<file path="src/rtl/render_frame_scheduler.sv">
// Frame sequencer for the sphere-render pipeline: clears the frame buffer, streams particles
// to the projector, waits for the pipeline to drain, and arbitrates frame-buffer port A.
module render_frame_scheduler #(
  parameter int unsigned WIDTH     = 320,
  parameter int unsigned HEIGHT    = 180,
  parameter int unsigned FB_AW     = 16,
  parameter int unsigned P_AW      = 10,
  parameter int unsigned RD_LAT    = 2,
  parameter logic [15:0] BG_COLOR  = 16'h0000,
  parameter int unsigned DRAIN_MIN = 4
) (
  input  logic              clk_in,
  input  logic              rst_in,
  input  logic              frame_start_in,
  input  logic [P_AW:0]     num_particles_in,
  output logic [P_AW-1:0]   p_addr_out,
  input  logic [15:0]       p_x_in,
  input  logic [15:0]       p_y_in,
  input  logic [15:0]       p_z_in,
  output logic [15:0]       f_x_out,
  output logic [15:0]       f_y_out,
  output logic [15:0]       f_z_out,
  output logic              data_valid_out,
  input  logic              projector_ready_in,
  input  logic              pipeline_idle_in,
  input  logic [FB_AW-1:0]  pix_addr_in,
  input  logic [15:0]       pix_data_in,
  input  logic              pix_we_in,
  output logic [FB_AW-1:0]  fb_addr_out,
  output logic [15:0]       fb_data_out,
  output logic              fb_we_out,
  output logic              busy_out,
  output logic              frame_done_out,
  output logic              overrun_out,
  output logic              drop_err_out
);

  localparam int unsigned NPIX = WIDTH * HEIGHT;
  localparam int unsigned NW   = P_AW + 1;
  localparam int unsigned LW   = $clog2(RD_LAT + 1);
  localparam int unsigned DW   = $clog2(DRAIN_MIN + 2);
  localparam logic [NW-1:0]    N_MAX    = NW'(2 ** P_AW);
  localparam logic [FB_AW-1:0] LAST_PIX = FB_AW'(NPIX - 1);

  typedef enum logic [2:0] {
    S_IDLE, S_CLEAR, S_FETCH, S_WAIT, S_ISSUE, S_DRAIN, S_DONE
  } state_t;

  state_t           state;
  logic [FB_AW-1:0] clr_cnt;
  logic [NW-1:0]    n_reg;
  logic [LW-1:0]    wait_cnt;
  logic [DW-1:0]    drain_cnt;
  logic             idle_prev;
  logic             last_particle;
  logic             drain_min_met;

  // p_addr_out doubles as the particle index i
  assign last_particle = ({1'b0, p_addr_out} == (n_reg - NW'(1)));
  assign drain_min_met = (32'(drain_cnt) + 32'd1 >= DRAIN_MIN);

  // Port A: clear engine owns it during CLEAR, otherwise zero-latency pixel pass-through
  always_comb begin
    fb_addr_out = pix_addr_in;
    fb_data_out = pix_data_in;
    fb_we_out   = pix_we_in;
    if (state == S_CLEAR) begin
      fb_addr_out = clr_cnt;
      fb_data_out = BG_COLOR;
      fb_we_out   = 1'b1;
    end
  end

  always_ff @(posedge clk_in) begin
    if (rst_in) begin
      state          <= S_IDLE;
      clr_cnt        <= '0;
      n_reg          <= '0;
      wait_cnt       <= '0;
      drain_cnt      <= '0;
      idle_prev      <= 1'b0;
      p_addr_out     <= '0;
      f_x_out        <= '0;
      f_y_out        <= '0;
      f_z_out        <= '0;
      data_valid_out <= 1'b0;
      busy_out       <= 1'b0;
      frame_done_out <= 1'b0;
      overrun_out    <= 1'b0;
      drop_err_out   <= 1'b0;
    end else begin
      frame_done_out <= 1'b0;
      overrun_out    <= frame_start_in && (state != S_IDLE);
      if (state == S_CLEAR && pix_we_in) drop_err_out <= 1'b1;

      case (state)
        S_IDLE: begin
          if (frame_start_in) begin
            n_reg      <= (num_particles_in > N_MAX) ? N_MAX : num_particles_in;
            clr_cnt    <= '0;
            p_addr_out <= '0;
            busy_out   <= 1'b1;
            state      <= S_CLEAR;
          end
        end

        S_CLEAR: begin
          if (clr_cnt == LAST_PIX) begin
            if (n_reg != '0) begin
              state <= S_FETCH;
            end else begin
              drain_cnt <= '0;
              idle_prev <= 1'b0;
              state     <= S_DRAIN;
            end
          end else begin
            clr_cnt <= clr_cnt + FB_AW'(1);
          end
        end

        S_FETCH: begin
          wait_cnt <= LW'(1);
          state    <= S_WAIT;
        end

        // RAM data is valid RD_LAT cycles after the FETCH cycle
        S_WAIT: begin
          if (wait_cnt == LW'(RD_LAT)) begin
            f_x_out        <= p_x_in;
            f_y_out        <= p_y_in;
            f_z_out        <= p_z_in;
            data_valid_out <= 1'b1;
            state          <= S_ISSUE;
          end else begin
            wait_cnt <= wait_cnt + LW'(1);
          end
        end

        S_ISSUE: begin
          if (projector_ready_in) begin
            data_valid_out <= 1'b0;
            if (last_particle) begin
              drain_cnt <= '0;
              idle_prev <= 1'b0;
              state     <= S_DRAIN;
            end else begin
              p_addr_out <= p_addr_out + P_AW'(1);
              state      <= S_FETCH;
            end
          end
        end

        // Idle must be seen on two consecutive DRAIN cycles after the minimum dwell
        S_DRAIN: begin
          idle_prev <= pipeline_idle_in;
          if (drain_cnt != DW'(DRAIN_MIN)) drain_cnt <= drain_cnt + DW'(1);
          if (drain_min_met && pipeline_idle_in && idle_prev) begin
            frame_done_out <= 1'b1;
            state          <= S_DONE;
          end
        end

        S_DONE: begin
          busy_out <= 1'b0;
          state    <= S_IDLE;
        end

        default: begin
          busy_out <= 1'b0;
          state    <= S_IDLE;
        end
      endcase
    end
  end

endmodule

</file>
<file path="config.mk">
export PLATFORM = sky130hd
export DESIGN_NAME = render_frame_scheduler
export DESIGN_NICKNAME = d
export VERILOG_FILES = /design/src/rtl/render_frame_scheduler.sv
export SDC_FILE = /design/constraint.sdc
export NUM_CORES = 1
export LEC_CHECK = 0
export CORE_MARGIN = 2
export CORE_UTILIZATION = 48
export CTS_BUF_LIST = sky130_fd_sc_hd__clkbuf_4 sky130_fd_sc_hd__clkbuf_8
export CTS_CLUSTER_SIZE = 25
export DETAILED_ROUTE_END_ITERATION = 7
export PLACE_DENSITY = 0.88
export RECOVER_POWER = 100
export SLEW_MARGIN = 15
export SYNTH_ARGS = -nofsm -noshare
export SYNTH_HDL_FRONTEND = slang
export SYNTH_SLANG_ARGS = --single-unit
</file>
<file path="constraint.sdc">
create_clock -name clk_in -period 6.4 [get_ports clk_in]
set_input_delay 0.64 -clock clk_in [delete_from_list [all_inputs] [get_ports clk_in]]
set_output_delay 0.64 -clock clk_in [all_outputs]
set_load 0.02 [all_outputs]
</file>
**After elaboration in Yosys (flattened, before gate mapping)**

Cells that the tools add are included.

- Output and inout port bits: 96
- Logic and storage cells: 107
- Flip-flop bits (word level): 99
- Input port bits: 97

- Add/sub/neg operators: 6
- Reduce and logical (&&, ||, !) cells: 24
- Order comparisons: 2
- Bitwise operators: 2
- Multiplexer cells: 38
- Equal/unequal tests: 20

Operator list:

| operator | count |
|---|---|
| two-way mux 16 bit | 4 |
| two-way mux 3 bit | 12 |
| case mux 16 bit (2 select lines) | 1 |
| two-way mux 10 bit | 3 |
| inequality test 2 bit, second input constant | 10 |
| case mux 10 bit (2 select lines) | 1 |
| case mux 3 bit (6 select lines) | 1 |
| adder 16 x 1 -> 16 bit, second input constant | 1 |
| equality test 16 bit, second input constant | 1 |
| equality test 10 x 11 -> 1 bit | 1 |
| > comparator 11 bit, second input constant | 1 |
| two-way mux 11 bit | 1 |
| nonzero test 11 bit | 1 |
| subtractor 11 x 1 -> 11 bit, second input constant | 1 |
| adder 10 x 1 -> 10 bit, second input constant | 1 |
| AND reduction 5 bit | 2 |
| two-way mux 1 bit | 9 |
| case mux 3 bit (3 select lines) | 1 |
| AND reduction 2 bit | 4 |
| nonzero test 2 bit | 4 |
| equality test 3 x 2 -> 1 bit, second input constant | 2 |
| equality test 3 bit, second input constant | 2 |
| AND reduction 3 bit | 2 |
| AND reduction 6 bit | 1 |
| 19 further kinds | 25 |

**Depth between registers and ports, before layout**

- Word-level depth: 6
- Depth in mapped cells: 9
- Mapped depth without buffers: 9

**Worst setup path before layout**

Ideal clock, no wire load.

- Path type: register -> output
- From: reg state[1]
- To: out fb_addr_out[10]
- Stages on the path, launching flop included: 7
- Data required time: 5.760 ns
- Buffers on the path: 3
- Data arrival time: 1.863 ns
- Slack: 3.897 ns
- Path through: dfxtp_1 clkbuf_1 nor2_1 and2_1 clkbuf_1 clkbuf_1 mux2_2

- Longest elaborated chain between the ends: 2

RTL lines:

| item | line | source |
|---|---|---|
| from (decl) | 49 | `state_t state;` |
| from (signal assigned) | 76 | `state <= S_IDLE;` |
| from (signal assigned) | 103 | `state <= S_CLEAR;` |
| from (signal assigned) | 110 | `state <= S_FETCH;` |
| equality test 3 x 1 -> 1 bit | 67 | `if (state == S_CLEAR) begin` |
| two-way mux 16 bit | 67 |  |
| to (decl) | 29 | `output logic [FB_AW-1:0] fb_addr_out,` |

No other way between the ends.

**Worst setup path in the final report**

- From: reg state[0]
- To: out fb_addr_out[5]

The elaborated chain is that of the path after synthesis.

==> run_results.csv <==
group,metric,value,unit
clock_tree,htree_levels,3,
setup_path,startpoint_type,"flop",
pwr,seqPwrFrac,0.461,
setup_path,r2r-start,"n_reg[0]",
cells_and_area,synthToLayoutAreaGrowth,45.0,%
placement,gp_congestion,0.816,
setup_path,timing.rr.end,"p_addr_out[2]",
clock_tree,cts_tree,"done",
setup_path,rr_worst_depth,9,
floorplan,die-area,10600,um^2
setup_path,endpoint,"fb_addr_out[5]",
job,maxCapViolCount,2,
clock_tree,cts_buffers,9,
clock_tree,clkTransAtPathRegs,0.09,ns
route,drt-pass1-iter-count,5,
sta,setup_viol,0,
setup_path,crit_chain,"and2_0 > clkbuf_1 > mux2_2 > dlygate4sd3_1",
cells_and_area,nNetsFinal,859,
sta,post-route-period-util,0.654,
sta,period_minus_slack,4.19,ns
setup_path,reg2reg_slack,3.34,ns
pwr,swShare,0.310,
pwr,total_power,1.43,mW
run_status,violations,"capacitance limit, slew limit",
cells_and_area,antenna_cells,0,
synth,syn_area_per_cell,8.10,um^2
synth,syn_nets,685,
clock_tree,cts_buffer_depth,2,
route,antenna_left,0,
clock_tree,cts.hold.buffers_added,0,
run_status,status,"finished with violations",
floorplan,rows,36,
setup_path,crit_family,"buffers and inverters",
pwr,power_frac_comb,0.278,
setup_path,cp_slowest_cell,"clkbuf_1",
synth,synth_edf_count,0,
sta,drv_slew,86,
cells_and_area,drive_gt1_frac,0.0591,
global_routing,grt_pass1_vias,4492,
route,routed_wl,12600,um
global_routing,grtUsageMet3,0.0420,
clock_tree,ctsResizeCount,0,
clock_tree,cts_setup_buffers,0,
synth,ys_seq_area_frac,0.421,
global_routing,grt-busiest-layer,"met2",
floorplan,start_util,0.489,
pwr,power_density,209,nW/um^2
sta,clock_skew,0.0177,ns
pwr,clkPwrFrac,0.261,
placement,dp_cells,878,
synth,synth-warning-count,0,
setup_path,crit_type,"flop to primary output",
route,wl_per_cell,14.1,um
setup_path,cp_num_buf_inv,2,
global_routing,grt_overflow_total,0,
route,drc,0,
setup_path,end_kind,"primary output",
synth,netlist_instances,582,
route,drt_iter0_drc,204,
global_routing,antenna_found_initial,0,
synth,synth_flop_cell,"dfxtp_1",
sta,tns,0,ns
sta,fmax,0.239,GHz
route,vias,4751,
synth,async_flop_share,0,
floorplan,dieHeight,103,um
placement,io_buffers,192,
floorplan,io_pins,193,
setup_path,cp_data_arrival_time,3.55,ns
setup_path,crit_path_start,"state[0]",
clock_tree,clock-root-buffer,"clkbuf_8",
route,vias_per_cell,5.31,
clock_tree,clock-sinks,99,
global_routing,grt_max_degree,75,
sta,tightestPinTransition,1.71,ns
clock_tree,clkLatencyLatePin,0.36,ns
sta,final-hold-violation-count,0,
sta,rsz0062_at_grt,"no",
synth,synth-seq-cells,99,
global_routing,grt_usage,0.226,
pwr,p_switching,443,uW
global_routing,use_met1,0.277,
pwr,p_int,984,uW
sta,hold_slack,0.454,ns
global_routing,grt_pass1_wl,19600,um
cells_and_area,fin_cells,894,
setup_path,cp.depth,4,
pwr,p_leak,2.62,nW
setup_path,critPathMaxStageDelay,1.14,ns
placement,hpwl,9300,um
setup_path,crit_path_max_fanout,36,
floorplan,die_x,103,um
pwr,ir_drop,0.000189,V
floorplan,core_area,9640,um^2
sta,maxSlewHeadroom,-0.140,
global_routing,gr-usage-met2,0.398,
hold_path,hold_class,"flop to flop",
synth,syn_area,4710,um^2
synth,synth_cell_type_count,67,
setup_path,crit_required,5.76,ns
cell type report:
cell class                      count  area [um^2]
Fill cell                         766         2810
Multi-Input combinational cell    435         2510
Sequential cell                    99         1980
Timing Repair Buffer              195         1940
Tap cell                          133          166
Clock buffer                       11          145
Inverter                           16         60.1
Clock inverter                      5         37.5
kinds of logic (layout without fill, tap and decap cells):
family	after synthesis	count (layout)	share of synthesized area
compound gates	125	125	0.167
simple gates	260	260	0.264
mux	21	21	0.0494
buf+inv	48	227	0.0401
fa+ha+maj	6	6	0.0159
flops	99	99	0.421
xor+xnor	23	23	0.0428
cell usage after synthesis, types with 4 or more instances:
| master | number | share of area |
|---|---|---|
| a211oi_1 | 4 | 0.0064 |
| clkbuf_1 | 26 | 0.021 |
| a21oi_1 | 68 | 0.072 |
| nor3_1 | 12 | 0.013 |
| dfxtp_1 | 99 | 0.42 |
| nand2_1 | 132 | 0.11 |
| xnor2_1 | 19 | 0.035 |
| nand3_1 | 12 | 0.013 |
| a31oi_1 | 4 | 0.0053 |
| a22o_1 | 7 | 0.013 |
| buf_1 | 4 | 0.0032 |
| nor2b_1 | 19 | 0.025 |
| nor4_1 | 5 | 0.0066 |
| o21ai_0 | 11 | 0.012 |
| nor2_1 | 34 | 0.027 |
| or3_1 | 8 | 0.011 |
| mux2_2 | 18 | 0.043 |
| inv_1 | 16 | 0.013 |
| and3_1 | 5 | 0.0066 |
| ha_1 | 6 | 0.016 |
| xor2_1 | 4 | 0.0074 |
per-layer routing:
layer / vias to the layer above / wire [um]
met5: - / 0
met4: 0 / 178
met3: 19 / 794
met2: 176 / 6520
met1: 2196 / 5110
li1: 2360 / -
metrics by stage:
| stage | cell area [um^2] | worst slack (ns) | utilization |
|---|---|---|---|
| floorplan | 4710 | 3.90 | - |
| global placement | 6690 | 3.59 | 0.694 |
| detailed placement | 6690 | 3.52 | 0.694 |
| CTS | 6880 | 3.15 | 0.713 |
| global route | 6830 | 1.98 | 0.709 |
| finish | 6830 | 2.21 | 0.709 |
power by group through the flow:
stage | Clock (mW) | Sequential [mW] | Combinational (mW)
after CTS | 0.380 | 0.658 | 0.421
after detailed placement | 0 | 0.673 | 0.418
final | 0.372 | 0.658 | 0.396
after floorplan | 0 | 0.661 | 0.253
after global placement | 0 | 0.671 | 0.408
after global routing | 0.408 | 0.661 | 0.428
cell usage in the layout (no fill, tap or decap), types with 4 or more instances in the layout:
master / instances
nand2_1: 132
dfxtp_1: 99
dlygate4sd3_1: 96
clkdlybuf4s50_1: 95
a21oi_1: 68
nor2_1: 34
nor2b_1: 19
xnor2_1: 19
mux2_2: 18
inv_1: 16
nor3_1: 12
nand3_1: 12
o21ai_0: 12
clkbuf_8: 10
or3_1: 8
a22o_1: 7
ha_1: 6
nor4_1: 5
and3_1: 5
a31oi_1: 5
a211oi_1: 4
nor3b_1: 4
xor2_1: 4
nand4_1: 4
worst min-delay path by stage:
stage                      from     endpoint  slack (ns)  cells past startpoint
finish               f_z_out[2]   f_z_out[2]        0.45                      2
global route         f_x_out[7]   f_x_out[7]        0.47                      2
CTS                  f_x_out[3]   f_x_out[3]        0.46                      2
detailed placement   f_x_out[3]   f_x_out[3]        0.45                      2
global placement    f_z_out[14]  f_z_out[14]        0.44                      2
floorplan             n_reg[10]    n_reg[10]        0.45                      2
worst register-to-register path, cell delays in order, from the launching register on:
cell and delay (ns):
dfxtp_1 0.36, inv_1 0.08, ha_1 0.24, nor3b_1 0.54, a21oi_1 0.17, a211o_1 0.29, a32o_1 0.31, a31oi_1 0.58
a21oi_1 0.17, a31o_2 0.23
Power figures use the tool's default switching activity.
